--- config.mk ---
export PLATFORM = sky130hd
export DESIGN_NAME = inst_decode_queue
export DESIGN_NICKNAME = d
export VERILOG_FILES = /design/src/rtl/inst_decode_queue.sv
export SDC_FILE = /design/constraint.sdc
export NUM_CORES = 1
export LEC_CHECK = 0
export ABC_AREA = 1
export CAP_MARGIN = 0
export CORE_AREA = 2 2 160 162
export CTS_CLUSTER_DIAMETER = 60
export DETAILED_ROUTE_END_ITERATION = 10
export DIE_AREA = 0 0 162 164
export GPL_ROUTABILITY_DRIVEN = 0
export PLACE_DENSITY_LB_ADDON = 0.25
export SETUP_SLACK_MARGIN = 0.2
export SYNTH_ARGS = -nofsm -noshare
export SYNTH_HDL_FRONTEND = slang
export SYNTH_SLANG_ARGS = --single-unit
--- constraint.sdc ---
create_clock -name clk -period 4.06 [get_ports clk]
set_input_delay 0.609 -clock clk [delete_from_list [all_inputs] [get_ports clk]]
set_output_delay 0.609 -clock clk [all_outputs]
set_load 0.1 [all_outputs]
--- src/rtl/inst_decode_queue.sv ---
// Instruction queue between fetch and execute. The head entry is decoded
// combinationally into MIPS-style R/I/J fields, the extended immediate and the jump target.
module inst_decode_queue #(
    parameter int DEPTH     = 4,
    parameter int IMM_WIDTH = 32
) (
    input  logic                     clk,
    input  logic                     reset,
    input  logic                     flush,
    input  logic                     in_valid,
    output logic                     in_ready,
    input  logic [31:0]              in_inst,
    input  logic [31:0]              in_pc,
    output logic                     out_valid,
    input  logic                     out_ready,
    output logic [31:0]              out_pc,
    output logic [5:0]               op,
    output logic [4:0]               rs,
    output logic [4:0]               rt,
    output logic [4:0]               rd,
    output logic [4:0]               sa,
    output logic [5:0]               funct,
    output logic [IMM_WIDTH-1:0]     imm_ext,
    output logic [25:0]              address,
    output logic [31:0]              jump_target,
    output logic [$clog2(DEPTH):0]   count
);
    localparam int PW = $clog2(DEPTH);
    localparam int CW = PW + 1;

    logic [31:0]   r_inst [DEPTH];
    logic [31:0]   r_pc   [DEPTH];
    logic [PW-1:0] r_wr_ptr;
    logic [PW-1:0] r_rd_ptr;
    logic [CW-1:0] r_count;

    logic          w_push;
    logic          w_pop;
    logic [31:0]   w_head_inst;
    logic [31:0]   w_head_pc;
    logic [15:0]   w_imm16;
    logic          w_zext;
    logic [3:0]    w_pc4_hi;

    // Handshake flags come only from the registered count, never from in_valid/out_ready.
    assign in_ready  = (r_count != CW'(DEPTH));
    assign out_valid = (r_count != '0);
    assign count     = r_count;

    assign w_push = in_valid && in_ready;
    assign w_pop  = out_valid && out_ready;

    always_ff @(posedge clk) begin
        if (w_push) begin
            r_inst[r_wr_ptr] <= in_inst;
            r_pc[r_wr_ptr]   <= in_pc;
        end
    end

    always_ff @(posedge clk) begin
        if (reset || flush) begin
            r_wr_ptr <= '0;
            r_rd_ptr <= '0;
            r_count  <= '0;
        end else begin
            if (w_push) begin
                r_wr_ptr <= r_wr_ptr + 1'b1;
            end
            if (w_pop) begin
                r_rd_ptr <= r_rd_ptr + 1'b1;
            end
            if (w_push && !w_pop) begin
                r_count <= r_count + 1'b1;
            end else if (!w_push && w_pop) begin
                r_count <= r_count - 1'b1;
            end
        end
    end

    // Masking the head to zero makes every decoded field zero when empty.
    assign w_head_inst = out_valid ? r_inst[r_rd_ptr] : '0;
    assign w_head_pc   = out_valid ? r_pc[r_rd_ptr]   : '0;

    assign out_pc  = w_head_pc;
    assign op      = w_head_inst[31:26];
    assign rs      = w_head_inst[25:21];
    assign rt      = w_head_inst[20:16];
    assign rd      = w_head_inst[15:11];
    assign sa      = w_head_inst[10:6];
    assign funct   = w_head_inst[5:0];
    assign address = w_head_inst[25:0];
    assign w_imm16 = w_head_inst[15:0];

    // andi/ori/xori/lui (0x0C..0x0F) zero-extend; everything else sign-extends.
    assign w_zext  = (op[5:2] == 4'b0011);
    assign imm_ext = w_zext ? IMM_WIDTH'(w_imm16) : IMM_WIDTH'($signed(w_imm16));

    // Upper nibble of pc+4: carry into bit 28 only when pc[27:2] is all ones.
    assign w_pc4_hi    = w_head_pc[31:28] + {3'b000, &w_head_pc[27:2]};
    assign jump_target = {w_pc4_hi, address, 2'b00};

endmodule

==> out/qor.yml, run 1 <==
outcome:
  status: "completed"
worst_setup_path:
  reg2reg_from: "count[2]$_SDFFE_PP0P_"
  cp-start-kind: "register"
  cp.arrival_ns: 3.05
  critPathCaptureType: "primary output"
  cp.required_ns: 3.45
  cp_max_fo: 62
  crit_type: "reg -> out"
pwr:
  pwr-share-clk: 0.283
  switching_power_mw: 3.19
  leakagePower_nw: 5.52
  combPwrFrac: 0.337
  sw_frac_of_total: 0.386
  p_per_area_mw_per_mm2: 578
  p_int_mw: 5.06
  ir_worst_vdd_mv: 0.317
  power_frac_seq: 0.380
detailed_routing:
  wl_microns: 25000
  ant_nets: 0
  drt_iter0_drc: 398
  drc: 0
  dr_total_vias: 7384
  detail_route.wl_per_cell_microns: 16.8
  via_per_inst: 4.96
  drt_pass1_iterations: 5
yosys:
  synth.ff_latch_count: 265
  synthArstFlopShare: 0
  yosysWarningCount: 0
  synthFlopType: "edfxtp_1"
  synthCells: 1000
  synthDistinctLibCells: 30
  syn_area_sq_mm: 0.0115
  yosysSeqAreaShare: 0.686
  netlist_top_cells_area: "edfxtp_1 67%, buf_4 6.1%, nor2_1 5.9%"
  syn_area_per_cell_sq_um: 11.5
  synth.top_cell.area_share: 0.671
  synth_top_cell_by_area: "edfxtp_1"
  synth_common_cells: "256 x edfxtp_1, 179 x nor2_1, 144 x nand2_1"
  yosys.cell_count.top_type: "edfxtp_1"
  synth_edf_count: 256
sta:
  fmax_ghz: 0.273
  final.setup.tns_ns: 0
  rsz0062_at_grt: "false"
  period_needed_ns: 3.66
  setup_violations: 0
  relSlewSlack: 0.353
  tightest_slew_ns: 0.968
  skew_ns: 0.0135
  finalCritPeriodShare: 0.901
  finalMaxSlewViolations: 0
  finalHoldViolCount: 0
floorplanning:
  initial_core_util: 0.462
  std_cell_rows: 58
  core_area_sq_mm: 0.0248
  die_w_microns: 162
  die_area_sq_mm: 0.0266
  die_y_microns: 164
  io_pins: 228
clocking:
  clk_pin_slew_ns: 0.06
  cts_tree: "yes"
  clockBufferDepth: 3
  cts_hold_buffers: 0
  clock_latency_ns: 0.53
  clock-root-buffer: "clkbuf_16"
  htreeDepth: 1
  clock-sinks: 265
  cts_buffers: 26
final_layout:
  layout.nets: 1216
  antenna_cells: 0
  final_cell_count_no_fill: 1489
  drive_gt1_frac: 0.199
  syn_to_final_growth_pct: 24.6
global_routing:
  grt_max_degree: 96
  grt_pass1_wl_microns: 37300
  grt_pass1_vias: 7025
  grt-ovfl-total: 0
  track_usage: 0.182
  antenna_found_initial: 0
place:
  post-place-cells: 1436
  port_buffers: 225
  dp_hpwl_microns: 14600
flow_run:
  cap_violations: 0
min_path:
  hold_class: "reg -> reg"
  hp-start: "r_rd_ptr[1]$_SDFFE_PP0P_"
layer usage:
layer | vias to the layer above | wire (microns) | GRT usage
met5 | - | 0 | 0
met4 | 0 | 449 | 0.0475
met3 | 36 | 1700 | 0.0336
li1 | 3593 | - | -
met1 | 3523 | 10200 | 0.232
met2 | 232 | 12700 | 0.323
cells by family after synthesis:
logic type                 Yosys count  share of synthesized area
and+or+nand+nor                    372                      0.128
adders and majority gates            8                    0.00939
xor gates and xnor gates             1                   0.000764
DFF                                265                      0.686
AOI/OAI and AO/OA                  156                     0.0712
other                                1                   0.000327
buffers and inverters              197                      0.104
power groups by stage:
| stage | clock, mW | combinational [mW] | sequential, mW |
|---|---|---|---|
| after floorplan | 0 | 2.25 | 3.21 |
| after global routing | 2.50 | 2.87 | 3.14 |
| after detailed placement | 0 | 2.78 | 3.19 |
| final | 2.34 | 2.78 | 3.13 |
| after CTS | 2.38 | 2.78 | 3.14 |
| after global placement | 0 | 2.76 | 3.19 |
layout make-up:
class                           instances  area (sq um)
Clock buffer                           33           698
Clock inverter                         15           140
Fill cell                            2038         10500
Inverter                               63           255
Multi-Input combinational cell        539          2500
Sequential cell                       265          7880
Tap cell                              330           413
Timing Repair Buffer                  244          2400
what timing repair did:
action                     4_1_cts  5_1_grt
setup endpoints to repair       17       18
setup buffers                    0        5
resized for setup                5        7
critical path, cell delays in order (launching register included):
cell,delay [ns]
dfxtp_2,0.37
buf_8,0.41
nand3_1,0.16
nand2_1,0.10
nand2_1,0.05
inv_1,0.10
nand2_1,0.06
nor2_1,0.16
nand2_1,0.11
nor2_2,0.09
ha_1,0.26
ha_1,0.29
xor2_4,0.18
buf_12,0.19
path summary, 6_finish.rpt:
| kind | end | slack (ns) | depth (start not counted) |
|---|---|---|---|
| setup / recovery | jump_target[30] | 0.40 | 13 |
| hold / removal | register | 0.46 | 2 |
| setup reg to reg | count[2]$_SDFFE_PP0P_ | 1.66 | 11 |
| hold reg to reg | register | 0.46 | 2 |
state kept, by name, summed over array words and instances (netlist names), named ones only:
register	count
r_rd_ptr	2
count	3
r_inst	128
r_pc	128
r_wr_ptr	2
cell usage in the layout (no fill, tap or decap), types with 4 or more instances in the layout:
cell type,Yosys,routed
clkinv_1,0,8
o21ai_1,5,5
edfxtp_1,256,256
ha_1,7,7
clkdlybuf4s50_1,0,72
clkinv_2,0,4
nand3_1,40,40
clkbuf_16,0,27
dfxtp_1,9,4
dfxtp_2,0,4
buf_4,93,139
o21ai_0,82,82
inv_1,61,61
a21oi_2,2,4
nor2_1,179,175
nand2_1,144,143
clkbuf_1,9,6
o211ai_1,10,10
buf_12,0,30
nor2_4,0,4
a21oi_1,56,52
through the flow:
stage	worst slack, ns	area [sq um]	utilization	total power, mW	hold slack [ns]
global route	0.213	14300	0.576	8.51	0.490
finish	0.403	14300	0.576	8.25	0.461
floorplan	0.151	11600	-	5.46	0.436
CTS	0.215	14200	0.572	8.30	0.456
global placement	0.659	13400	0.538	5.95	0.446
detailed placement	0.612	13400	0.538	5.97	0.445
(Power assumes the default switching activity.)
==> run 2, diff against run 1 <==
ABC_AREA = unset   (was 1)
CORE_AREA = 2 2 157 159   (was 2 2 160 162)
DIE_AREA = 0 0 159 161   (was 0 0 162 164)
==> run 2 against run 1 <==
Effect of this change: register-to-register slack worse by 0.50 ns; global-route usage is 0.78 points lower; critical endpoint unchanged; clock skew down 0.0062 ns; total power up 0.37%; combinational power about the same; highest routed layer unchanged.
==> out/qor.yml, run 2 <==
outcome:
  status: "completed"  # unchanged
clocking:
  clk_pin_slew_ns: 0.06  # about the same
  htreeDepth: 1  # unchanged
  cts_tree: "yes"  # unchanged
  clockBufferDepth: 3  # unchanged
  clock-sinks: 265  # unchanged
  cts_buffers: 27  # was 26
  clock_latency_ns: 0.52  # was 0.53 ns
  clock-root-buffer: "clkbuf_16"  # unchanged
detailed_routing:
  routed.top_layer: "met4"  # unchanged
  drt_iter0_drc: 292  # was 398
  ant_nets: 0  # unchanged
  m1WireLength_microns: 9190  # was 10200 microns
  via_per_inst: 5.11  # was 4.96
  drc: 0  # unchanged
  met2_length_microns: 11200  # was 12700 microns
  drt_pass1_iterations: 4  # was 5
  wl_microns: 22100  # was 25000 microns
  detail_route.wl_per_cell_microns: 20.9  # was 16.8 microns
  wl_met3_microns: 1350  # was 1700 microns
  dr_total_vias: 5405  # was 7384
min_path:
  hp-start: "r_rd_ptr[0]$_SDFFE_PP0P_"  # was r_rd_ptr[1]$_SDFFE_PP0P_
  worstHoldPathCells: 2  # unchanged
  hold_end: "r_rd_ptr[0]$_SDFFE_PP0P_"
  hold_class: "reg -> reg"  # unchanged
worst_setup_path:
  timing.rr.end: "count[2]$_SDFFE_PP0P_"  # unchanged
  r2r_cells: 9  # was 11
  reg2reg_from: "count[2]$_SDFFE_PP0P_"  # unchanged
  cp-start-kind: "register"  # unchanged
  crit_type: "reg -> out"  # unchanged
  r2r_setup_slack_ns: 1.16  # was 1.66 ns
  crit_path_top_delay_cell: "or4_4"  # was buf_8
  cp_cell_sequence: "buf_8, mux4_2, nand4_1, or4_4, nor4_4, ha_2, ha_2, xor2_4, buf_12"  # was buf_8, nand3_1, nand2_1, nand2_1, inv_1, nand2_1, nor2_1, nand2_1, nor2_2, ha_1, ha_1, xor2_4, buf_12
  cpMostUsedCell: "ha_2"  # was nand2_1
  crit_buf_inv: 2  # was 3
  max_stage_delay_ns: 0.58  # was 0.41 ns
  cp.arrival_ns: 3.17  # was 3.05 ns
  cpLargestDelayFamily: "simple AND/OR/NAND/NOR gates"  # unchanged
  cp.required_ns: 3.45  # about the same
  critPathCaptureType: "primary output"  # unchanged
  cp_max_fo: 8  # was 62
yosys:
  yosys.cell_count.top_type: "edfxtp_1"  # unchanged
  yosysWarningCount: 0  # unchanged
  synth_edf_count: 256  # unchanged
  synth_top_cell_by_area: "edfxtp_1"  # unchanged
  synth_common_cells: "256 x edfxtp_1, 85 x buf_4, 69 x and2_1"  # was 256 x edfxtp_1, 179 x nor2_1, 144 x nand2_1
  synthCells: 555  # was 1000
  synthDistinctLibCells: 30  # unchanged
  synthFlopType: "edfxtp_1"  # unchanged
  syn_area_per_cell_sq_um: 19.6  # was 11.5 sq um
  yosysSeqAreaShare: 0.721  # was 0.686
  netlist_top_cells_area: "edfxtp_1 70%, mux4_2 11%, buf_4 5.9%"  # was edfxtp_1 67%, buf_4 6.1%, nor2_1 5.9%
  synth.top_cell.area_share: 0.705  # was 0.671
  synth.ff_latch_count: 265  # unchanged
  syn_area_sq_mm: 0.0109  # was 0.0115 sq mm
  synthArstFlopShare: 0  # unchanged
sta:
  fmax_ghz: 0.265  # was 0.273 GHz
  skew_ns: 0.00733  # was 0.0135 ns
  final.setup.tns_ns: 0  # unchanged
  relSlewSlack: 0.352  # was 0.353
  finalMaxSlewViolations: 0  # unchanged
  period_needed_ns: 3.78  # was 3.66 ns
  rsz0062_at_grt: "true"  # was false
  setup_violations: 0  # unchanged
  finalCritPeriodShare: 0.930  # was 0.901
  fin_ws_ns: 0.283  # was 0.403 ns
  tightest_slew_ns: 0.970  # was 0.968 ns
  finalHoldViolCount: 0  # unchanged
final_layout:
  layout_common_cells: "256 x edfxtp_1, 153 x buf_4, 72 x clkdlybuf4s50_1, 60 x and2_1, 52 x mux4_2"  # was 256 x edfxtp_1, 175 x nor2_1, 143 x nand2_1, 139 x buf_4, 82 x o21ai_0
  layout_commonest_cell: "edfxtp_1"  # unchanged
  layout.nets: 793  # was 1216
  drive_gt1_frac: 0.377  # was 0.199
  syn_to_final_growth_pct: 24.7  # was 24.6%
floorplanning:
  core_area_sq_mm: 0.0240  # was 0.0248 sq mm
  die_area_sq_mm: 0.0256  # was 0.0266 sq mm
  die_w_microns: 159  # was 162 microns
  std_cell_rows: 57  # was 58
  io_pins: 228  # unchanged
  initial_core_util: 0.455  # was 0.462
  die_y_microns: 161  # was 164 microns
place:
  dp_slack_ns: 0.306  # was 0.612 ns
  port_buffers: 225  # unchanged
  dp_hpwl_microns: 13800  # was 14600 microns
global_routing:
  grt_pass1_wl_microns: 34200  # was 37300 microns
  track_usage: 0.174  # was 0.182
  grt_pass1_vias: 5725  # was 7025
  grt-ovfl-total: 0  # unchanged
  grt_max_degree: 43  # was 96
  antenna_found_initial: 1  # was 0
flow_run:
  cap_violations: 0  # unchanged
pwr:
  ir_worst_vdd_mv: 0.405  # was 0.317 mV
  p_per_area_mw_per_mm2: 609  # was 578 mW/mm^2
  leakagePower_nw: 4.78  # was 5.52 nW
==> run 2: changes by cell type in the layout (fill, tap and decap cells not counted), sizes merged, moves of 60 or more <==
cell   previous run  this run
nor2            181         8
nand2           145         2
o21ai            87         1
and2              3        69
mux4              0        64
inv              63         3
==> run 2: layout make-up <==
type                    instances  area, sq um
fillers                      1841        10400
flip-flops and latches        265         7880
inverters                       3         11.3
well taps                     324          405
repair buffers                238         2140
clock inverters                14          141
diodes                          1         2.50
multi-input cells             181         2330
clock buffers                  32          694
==> run 2: what timing repair did <==
item / CTS / global route
endpoints found under the setup margin: 4 / 2
gates resized for setup: 8 / 2
setup buffers: 2 / 2
gates cloned: 1 / 0
hold buffers: 0 / 0
pin swaps: 3 / 0
==> run 2: power breakdown <==
group	leakage [nW]	switching, mW	internal [mW]
Combinational	1.94	2.24	0.568
Clock	0.409	0.951	1.40
Sequential	2.42	0.0265	3.10
Total	4.78	3.21	5.07
==> run 2: worst reg2reg max path: cells and delay by family (launching register included) <==
family,cells,cell delay [ns]
xor+xnor,1,0.18
flops,1,0.34
simple gates,3,1.16
fa+ha+maj,2,0.58
compound gates,1,0.17
buf+inv,2,0.39
==> run 2: metal layers <==
layer | global-route usage | vias to the layer above
met5 | 0 | -
met4 | 0.0364 | 0
met3 | 0.0344 | 29
met2 | 0.304 | 194
met1 | 0.231 | 2778
li1 | - | 2404
==> run 2: logic make-up (layout without fill, tap and decap cells) <==
kind of cell	Yosys count	in the layout	synth area share
AO/OA/AOI/OAI	4	4	0.00229
XOR/XNOR	7	7	0.00562
adder cells (fa/ha/maj)	8	8	0.00987
buffers and inverters	110	287	0.0702
flip-flops	265	265	0.721
multiplexers	66	66	0.138
other	1	3	0.000344
AND/OR/NAND/NOR	94	94	0.0521
==> run 2: metrics by stage <==
| step | hold slack, ns | utilization | total power, mW | cell area, sq um | std cells |
|---|---|---|---|---|---|
| floorplan | 0.485 | - | 5.55 | 10900 | 556 |
| global placement | 0.485 | 0.528 | 5.97 | 12700 | 1006 |
| detailed placement | 0.524 | 0.528 | 5.99 | 12700 | 1006 |
| CTS | 0.538 | 0.567 | 8.36 | 13600 | 1055 |
| global route | 0.567 | 0.568 | 8.54 | 13600 | 1057 |
| finish | 0.537 | 0.568 | 8.28 | 13600 | 1058 |
==> run 2: worst max-delay path by stage <==
stage               depth (start not counted)  slack, ns              end  startpoint
finish                                      9       0.28  jump_target[30]    register
floorplan                                   9       0.23  jump_target[30]    register
CTS                                         9       0.19  jump_target[30]    register
detailed placement                          8       0.31  jump_target[30]    register
global route                                9       0.14  jump_target[30]    register
global placement                            8       0.41  jump_target[30]    register
